**config.mk**
```make
export PLATFORM = sky130hd
export DESIGN_NAME = button_conditioner
export DESIGN_NICKNAME = d
export VERILOG_FILES = /design/src/rtl/button_conditioner.sv
export SDC_FILE = /design/constraint.sdc
export NUM_CORES = 1
export LEC_CHECK = 0
export ABC_AREA = 1
export BUFFER_PORTS_ARGS = -buffer_cell sky130_fd_sc_hd__buf_2
export CORE_MARGIN = 2
export CORE_UTILIZATION = 60
export CTS_CLUSTER_SIZE = 12
export DETAILED_ROUTE_END_ITERATION = 8
export PLACE_DENSITY = 0.76
export SLEW_MARGIN = 20
export SYNTH_ARGS = -nofsm -noshare
export SYNTH_HDL_FRONTEND = slang
export SYNTH_SLANG_ARGS = --single-unit
```
**constraint.sdc**
```tcl
create_clock -name clk -period 1.55 [get_ports clk]
set_input_delay 0.31 -clock clk [delete_from_list [all_inputs] [get_ports clk]]
set_output_delay 0.31 -clock clk [all_outputs]
set_load 0.01 [all_outputs]
```
**src/rtl/button_conditioner.sv**
```systemverilog
// Synchronizes, debounces and strobes the spin/up/down buttons and the mode switch.
// Define AUTO_REPEAT_EN to build the per-button up/down auto-repeat FSMs.
module button_conditioner #(
  parameter int DEBOUNCE_CYCLES = 50000,
  parameter int REPEAT_DELAY    = 2500000,
  parameter int REPEAT_PERIOD   = 500000
) (
  input  logic clk,
  input  logic rst_n,
  input  logic spin_btn,
  input  logic up_btn,
  input  logic down_btn,
  input  logic mode_sw,
  output logic spin,
  output logic up,
  output logic down,
  output logic mode
);

  localparam int DW  = $clog2(DEBOUNCE_CYCLES + 1);
  localparam int NCH = 4;  // channel order: 0 spin, 1 up, 2 down, 3 mode

  logic [NCH-1:0]         w_raw;
  logic [NCH-1:0]         r_meta;
  logic [NCH-1:0]         r_sync;
  logic [NCH-1:0]         r_db;
  logic [NCH-1:0]         w_toggle;
  logic [2:0]             w_rise;
  logic [NCH-1:0][DW-1:0] r_dcnt;
  logic                   r_spin;
  logic                   r_up;
  logic                   r_down;

  assign w_raw  = {mode_sw, down_btn, up_btn, spin_btn};
  assign w_rise = w_toggle[2:0] & ~r_db[2:0];

  always_ff @(posedge clk or negedge rst_n) begin
    if (!rst_n) begin
      r_meta <= '0;
      r_sync <= '0;
    end else begin
      r_meta <= w_raw;
      r_sync <= r_meta;
    end
  end

  always_comb begin
    w_toggle = '0;
    for (int i = 0; i < NCH; i++) begin
      w_toggle[i] = (r_sync[i] != r_db[i]) && (r_dcnt[i] == DW'(DEBOUNCE_CYCLES - 1));
    end
  end

  always_ff @(posedge clk or negedge rst_n) begin
    if (!rst_n) begin
      r_dcnt <= '0;
      r_db   <= '0;
    end else begin
      for (int i = 0; i < NCH; i++) begin
        if (r_sync[i] == r_db[i]) begin
          r_dcnt[i] <= '0;
        end else if (w_toggle[i]) begin
          r_dcnt[i] <= '0;
          r_db[i]   <= ~r_db[i];
        end else begin
          r_dcnt[i] <= r_dcnt[i] + DW'(1);
        end
      end
    end
  end

`ifdef AUTO_REPEAT_EN
  localparam int RMAX = (REPEAT_DELAY > REPEAT_PERIOD) ? REPEAT_DELAY : REPEAT_PERIOD;
  localparam int RW   = (RMAX > 1) ? $clog2(RMAX) : 1;

  typedef enum logic [1:0] {
    ST_IDLE   = 2'd0,
    ST_DELAY  = 2'd1,
    ST_REPEAT = 2'd2
  } rep_state_t;

  logic [2:1] w_fall;
  logic [2:1] w_rep_hit;
  logic       w_both;

  assign w_fall = w_toggle[2:1] & r_db[2:1];
  assign w_both = r_db[1] & r_db[2];

  for (genvar j = 1; j <= 2; j++) begin : g_rep
    rep_state_t    r_state;
    rep_state_t    w_state_nxt;
    logic [RW-1:0] r_rcnt;
    logic [RW-1:0] w_rcnt_nxt;
    logic          w_hit;

    always_ff @(posedge clk or negedge rst_n) begin
      if (!rst_n) begin
        r_state <= ST_IDLE;
        r_rcnt  <= '0;
      end else begin
        r_state <= w_state_nxt;
        r_rcnt  <= w_rcnt_nxt;
      end
    end

    always_comb begin
      w_state_nxt = r_state;
      w_rcnt_nxt  = '0;
      case (r_state)
        ST_IDLE: begin
          if (w_rise[j]) w_state_nxt = ST_DELAY;
          else           w_state_nxt = ST_IDLE;
        end
        ST_DELAY: begin
          if (w_fall[j])                             w_state_nxt = ST_IDLE;
          else if (r_rcnt == RW'(REPEAT_DELAY - 1))  w_state_nxt = ST_REPEAT;
          else                                       w_rcnt_nxt  = r_rcnt + RW'(1);
        end
        ST_REPEAT: begin
          if (w_fall[j])                             w_state_nxt = ST_IDLE;
          else if (r_rcnt == RW'(REPEAT_PERIOD - 1)) w_rcnt_nxt  = '0;
          else                                       w_rcnt_nxt  = r_rcnt + RW'(1);
        end
        default: begin
          w_state_nxt = ST_IDLE;
        end
      endcase
    end

    always_comb begin
      w_hit = 1'b0;
      case (r_state)
        ST_DELAY:  w_hit = !w_fall[j] && (r_rcnt == RW'(REPEAT_DELAY - 1));
        ST_REPEAT: w_hit = !w_fall[j] && (r_rcnt == RW'(REPEAT_PERIOD - 1));
        default:   w_hit = 1'b0;
      endcase
    end

    assign w_rep_hit[j] = w_hit;
  end

  // Repeats are masked while both up and down are held; initial presses never are.
  always_ff @(posedge clk or negedge rst_n) begin
    if (!rst_n) begin
      r_spin <= 1'b0;
      r_up   <= 1'b0;
      r_down <= 1'b0;
    end else begin
      r_spin <= w_rise[0];
      r_up   <= w_rise[1] | (w_rep_hit[1] & ~w_both);
      r_down <= w_rise[2] | (w_rep_hit[2] & ~w_both);
    end
  end
`else
  always_ff @(posedge clk or negedge rst_n) begin
    if (!rst_n) begin
      r_spin <= 1'b0;
      r_up   <= 1'b0;
      r_down <= 1'b0;
    end else begin
      r_spin <= w_rise[0];
      r_up   <= w_rise[1];
      r_down <= w_rise[2];
    end
  end
`endif

  assign spin = r_spin;
  assign up   = r_up;
  assign down = r_down;
  assign mode = r_db[3];

endmodule

```
==> flow_metrics.py <==
metrics = {
    "pwr": {
        "power.ir.vdd_worst_mv": 0.5490,
        "internal-power_uw": 3112,
        "cellLeakagePower_uw": 0.002222,
        "seq_power_share_pct": 53.1,
        "switching_share_pct": 22.08,
        "cellPowerDensity_nw_per_um2": 864.6,
        "p_clk_share_pct": 42.7,
        "power_switching_uw": 881.9,
        "pwr-share-comb_pct": 4.2,
    },
    "clocking": {
        "clock_sinks": 79,
        "clk_transition_reported_paths_ps": 80,
        "clock_tree.buffer_depth": 2,
        "worst_skew_pair_latency_ps": 350,
        "postCtsSetupBuffers": 0,
        "htreeDepth": 3,
        "tritoncts_clock_tree": "yes",
        "cts.repair.resized": 0,
        "tritoncts.num_buffers": 9,
        "cts.root.buffer_cell": "sky130_fd_sc_hd__clkbuf_8",
    },
    "sta": {
        "finalClockSkew_ps": 9.722,
        "tns_ps": 0,
        "worst_margin_slew_ps": 401.2,
        "hold_viol": 0,
        "grt_setup_unrepaired": "no",
        "max_freq_ghz": 0.7117,
        "final_max_slew_viol_count": 0,
        "period_minus_slack_ps": 1405,
        "setup-violations-final": 0,
        "finalCritPeriodShare_pct": 90.65,
        "worst_slew_margin_relative_to_its_limit_pct": 73.05,
    },
    "setup_path": {
        "cp_top_family": "simple AND/OR/NAND/NOR gates",
        "regToRegSetupSlack_ps": 140,
        "critPathKind": "register to register",
        "crit_top_cell": "sky130_fd_sc_hd__nor2_1",
        "path_max_fanout": 7,
        "timing.critical_path.from_type": "register",
        "critPathRequiredTime_ps": 1800,
        "critical_path_buf_inv_count": 0,
        "critical_path.endpoint_type": "register",
        "critical-path-max-stage-delay_ps": 380,
        "worstPathCellList": "ha_1 -> nand3_1 -> nor2_1 -> nand3_2 -> nand2_2 -> nor2_1",
        "critical_path_data_arrival_time_ps": 1650,
        "slowest_stage": "sky130_fd_sc_hd__dfrtp_1",
    },
    "placed_design": {
        "weighted_congestion_at_the_end_of_routability_driven_global_placement": 0.8344,
        "dpl.hpwl_mm": 5.758,
        "placedInstanceArea_um2": 4382,
        "io_buffer_count": 9,
    },
    "cells_and_area": {
        "antenna_cells_inserted": 0,
        "layout-drive-gt1-share_pct": 10.58,
        "areaGrowthSynthToFinish_pct": 10.64,
        "net_count_of_the_finished_layout": 591,
        "final_instance_area_um2": 4619,
    },
    "die": {
        "io_pins": 10,
        "die_area_um2": 7642,
        "start_util_pct": 61.80,
        "die-width_um": 87.42,
        "placementRows": 30,
        "core_region_area_um2": 6756,
        "die_height_um": 87.42,
    },
    "yosys": {
        "synth_cell_types": 24,
        "proportion_of_netlist_area_held_by_the_largest_area_contributor_pct": 47.35,
        "ys.warnings.count": 0,
        "synth_area_um2": 4175,
        "synth_top_area_cell": "sky130_fd_sc_hd__dfrtp_1",
        "synth_area_per_cell_um2": 7.496,
        "synth-edff-count": 0,
        "netlist_top_cells_count": "sky130_fd_sc_hd__nand2_1, sky130_fd_sc_hd__nor2_1, sky130_fd_sc_hd__dfrtp_1",
        "top_cells_by_area_synth": "sky130_fd_sc_hd__dfrtp_1, sky130_fd_sc_hd__nand2_1, sky130_fd_sc_hd__nor2_1",
        "mappedNetlistNets": 567,
        "netlist_instances": 557,
        "synth_seq_cells": 79,
        "synth_flop_cell": "sky130_fd_sc_hd__dfrtp_1",
        "synth_async_sr_flop_share_pct": 100.0,
        "synth_most_common_cell": "sky130_fd_sc_hd__nand2_1",
        "synth_seq_area_share_pct": 47.35,
    },
    "route": {
        "met3RoutedLength_um": 284,
        "met2_wirelength_mm": 3.726,
        "top_layer_used": "met4",
        "detail_route.wirelength_mm": 7.741,
        "wl_met1_mm": 3.687,
        "drt_pass1_iterations": 4,
        "drtAntennaViolNets": 0,
        "route.detailed.vias_per_inst": 5.185,
        "route.vias.total": 3453,
        "routedWlPerCell_um": 11.62,
        "post-route-drc-count": 0,
        "first_iter_violations": 120,
    },
    "worst_hold_path": {
        "hold_path.class": "primary input to register",
    },
    "global_route": {
        "grt_pass1_vias": 3223,
        "antenna_found_initial": 0,
        "grt_start_max_net_pins": 31,
        "grt-ovfl-total": 0,
        "grt_use_total_pct": 22.43,
        "grt_first_pass_wirelength_mm": 13.51,
    },
    "flow_run": {
        "drv.max_cap_violation_count": 0,
    },
    "status": {
        "status": "complete, no violations",
    },
}
## worst paths after layout
| kind | startpoint | to | cells past startpoint |
|---|---|---|---|
| min in group asynchronous | rst_n | r_dcnt[18]$_DFF_PN0_ | 2 |
| worst max-delay path | r_dcnt[0]$_DFF_PN0_ | r_dcnt[15]$_DFF_PN0_ | 6 |
| worst max register to register | r_dcnt[0]$_DFF_PN0_ | r_dcnt[15]$_DFF_PN0_ | 6 |
| max in group asynchronous | rst_n | r_dcnt[51]$_DFF_PN0_ | 3 |
| worst min-delay path | spin_btn | r_meta[0]$_DFF_PN0_ | 1 |
| worst min register to register | r_meta[2]$_DFF_PN0_ | r_sync[2]$_DFF_PN0_ | 0 |
## metal layers
| layer | vias to the layer above | track usage, % |
|---|---|---|
| li1 | 1793 | - |
| met1 | 1592 | 29.14 |
| met2 | 64 | 36.71 |
| met3 | 4 | 6.161 |
| met4 | 0 | 6.713 |
| met5 | - | 0 |
## stage by stage
stage,utilization [%],setup slack [ps],hold slack (ps),total power (uW),cells
finish,68.37,144.9,54.66,3994,666
global route,68.37,17.68,38.00,4171,666
floorplan,-,293.5,14.41,2242,557
detailed placement,64.85,172.0,254.0,2332,649
global placement,64.85,234.0,245.5,2323,649
CTS,68.37,147.3,39.84,4044,666
## layout make-up
| cell class | instances | area [um^2] |
|---|---|---|
| repair buffers | 17 | 135.1 |
| clock buffers | 10 | 137.6 |
| well taps | 80 | 100.1 |
| fillers | 560 | 2137 |
| inverters | 76 | 285.3 |
| clock inverters | 6 | 90.09 |
| multi-input cells | 398 | 1894 |
| flip-flops and latches | 79 | 1977 |
## cells by family after synthesis
logic type	Yosys count	share of synthesized area [%]
fa+ha+maj	4	1.199
flops	79	47.35
buf+inv	80	7.282
compound gates	29	4.046
simple gates	351	37.19
xor+xnor	14	2.937
## cells in the final DEF (no fill, tap or decap), types with 4 or more instances in the layout
cell type / n
sky130_fd_sc_hd__a21oi_1: 10
sky130_fd_sc_hd__buf_2: 8
sky130_fd_sc_hd__buf_4: 6
sky130_fd_sc_hd__clkbuf_8: 10
sky130_fd_sc_hd__dfrtp_1: 79
sky130_fd_sc_hd__ha_1: 4
sky130_fd_sc_hd__inv_1: 76
sky130_fd_sc_hd__nand2_1: 144
sky130_fd_sc_hd__nand2_2: 8
sky130_fd_sc_hd__nand3_1: 49
sky130_fd_sc_hd__nand3_2: 4
sky130_fd_sc_hd__nand4_1: 16
sky130_fd_sc_hd__nor2_1: 106
sky130_fd_sc_hd__nor2_2: 4
sky130_fd_sc_hd__nor2_4: 5
sky130_fd_sc_hd__o21ai_0: 4
sky130_fd_sc_hd__o21ai_1: 4
sky130_fd_sc_hd__o21bai_1: 8
sky130_fd_sc_hd__or2_2: 8
sky130_fd_sc_hd__xnor2_1: 5
sky130_fd_sc_hd__xor2_1: 9
## sequential cells by signal, indices dropped and copies added (netlist names)
register,flops
r_meta,4
down,1
r_sync,4
r_dcnt,64
r_db,4
up,1
spin,1
## repair_timing
item,in CTS,in global routing
hold buffers,1,0
endpoints found under the setup margin,0,0
hold endpoints to repair,25,0
## power by group through the flow
stage / Clock (uW) / Sequential (uW) / Combinational [uW]
final: 1700 / 2120 / 168
after global routing: 1850 / 2130 / 196
after CTS: 1750 / 2120 / 172
after detailed placement: 0 / 2160 / 170
after global placement: 0 / 2160 / 164
after floorplan: 0 / 2160 / 85.0
(Power assumes the default switching activity.)
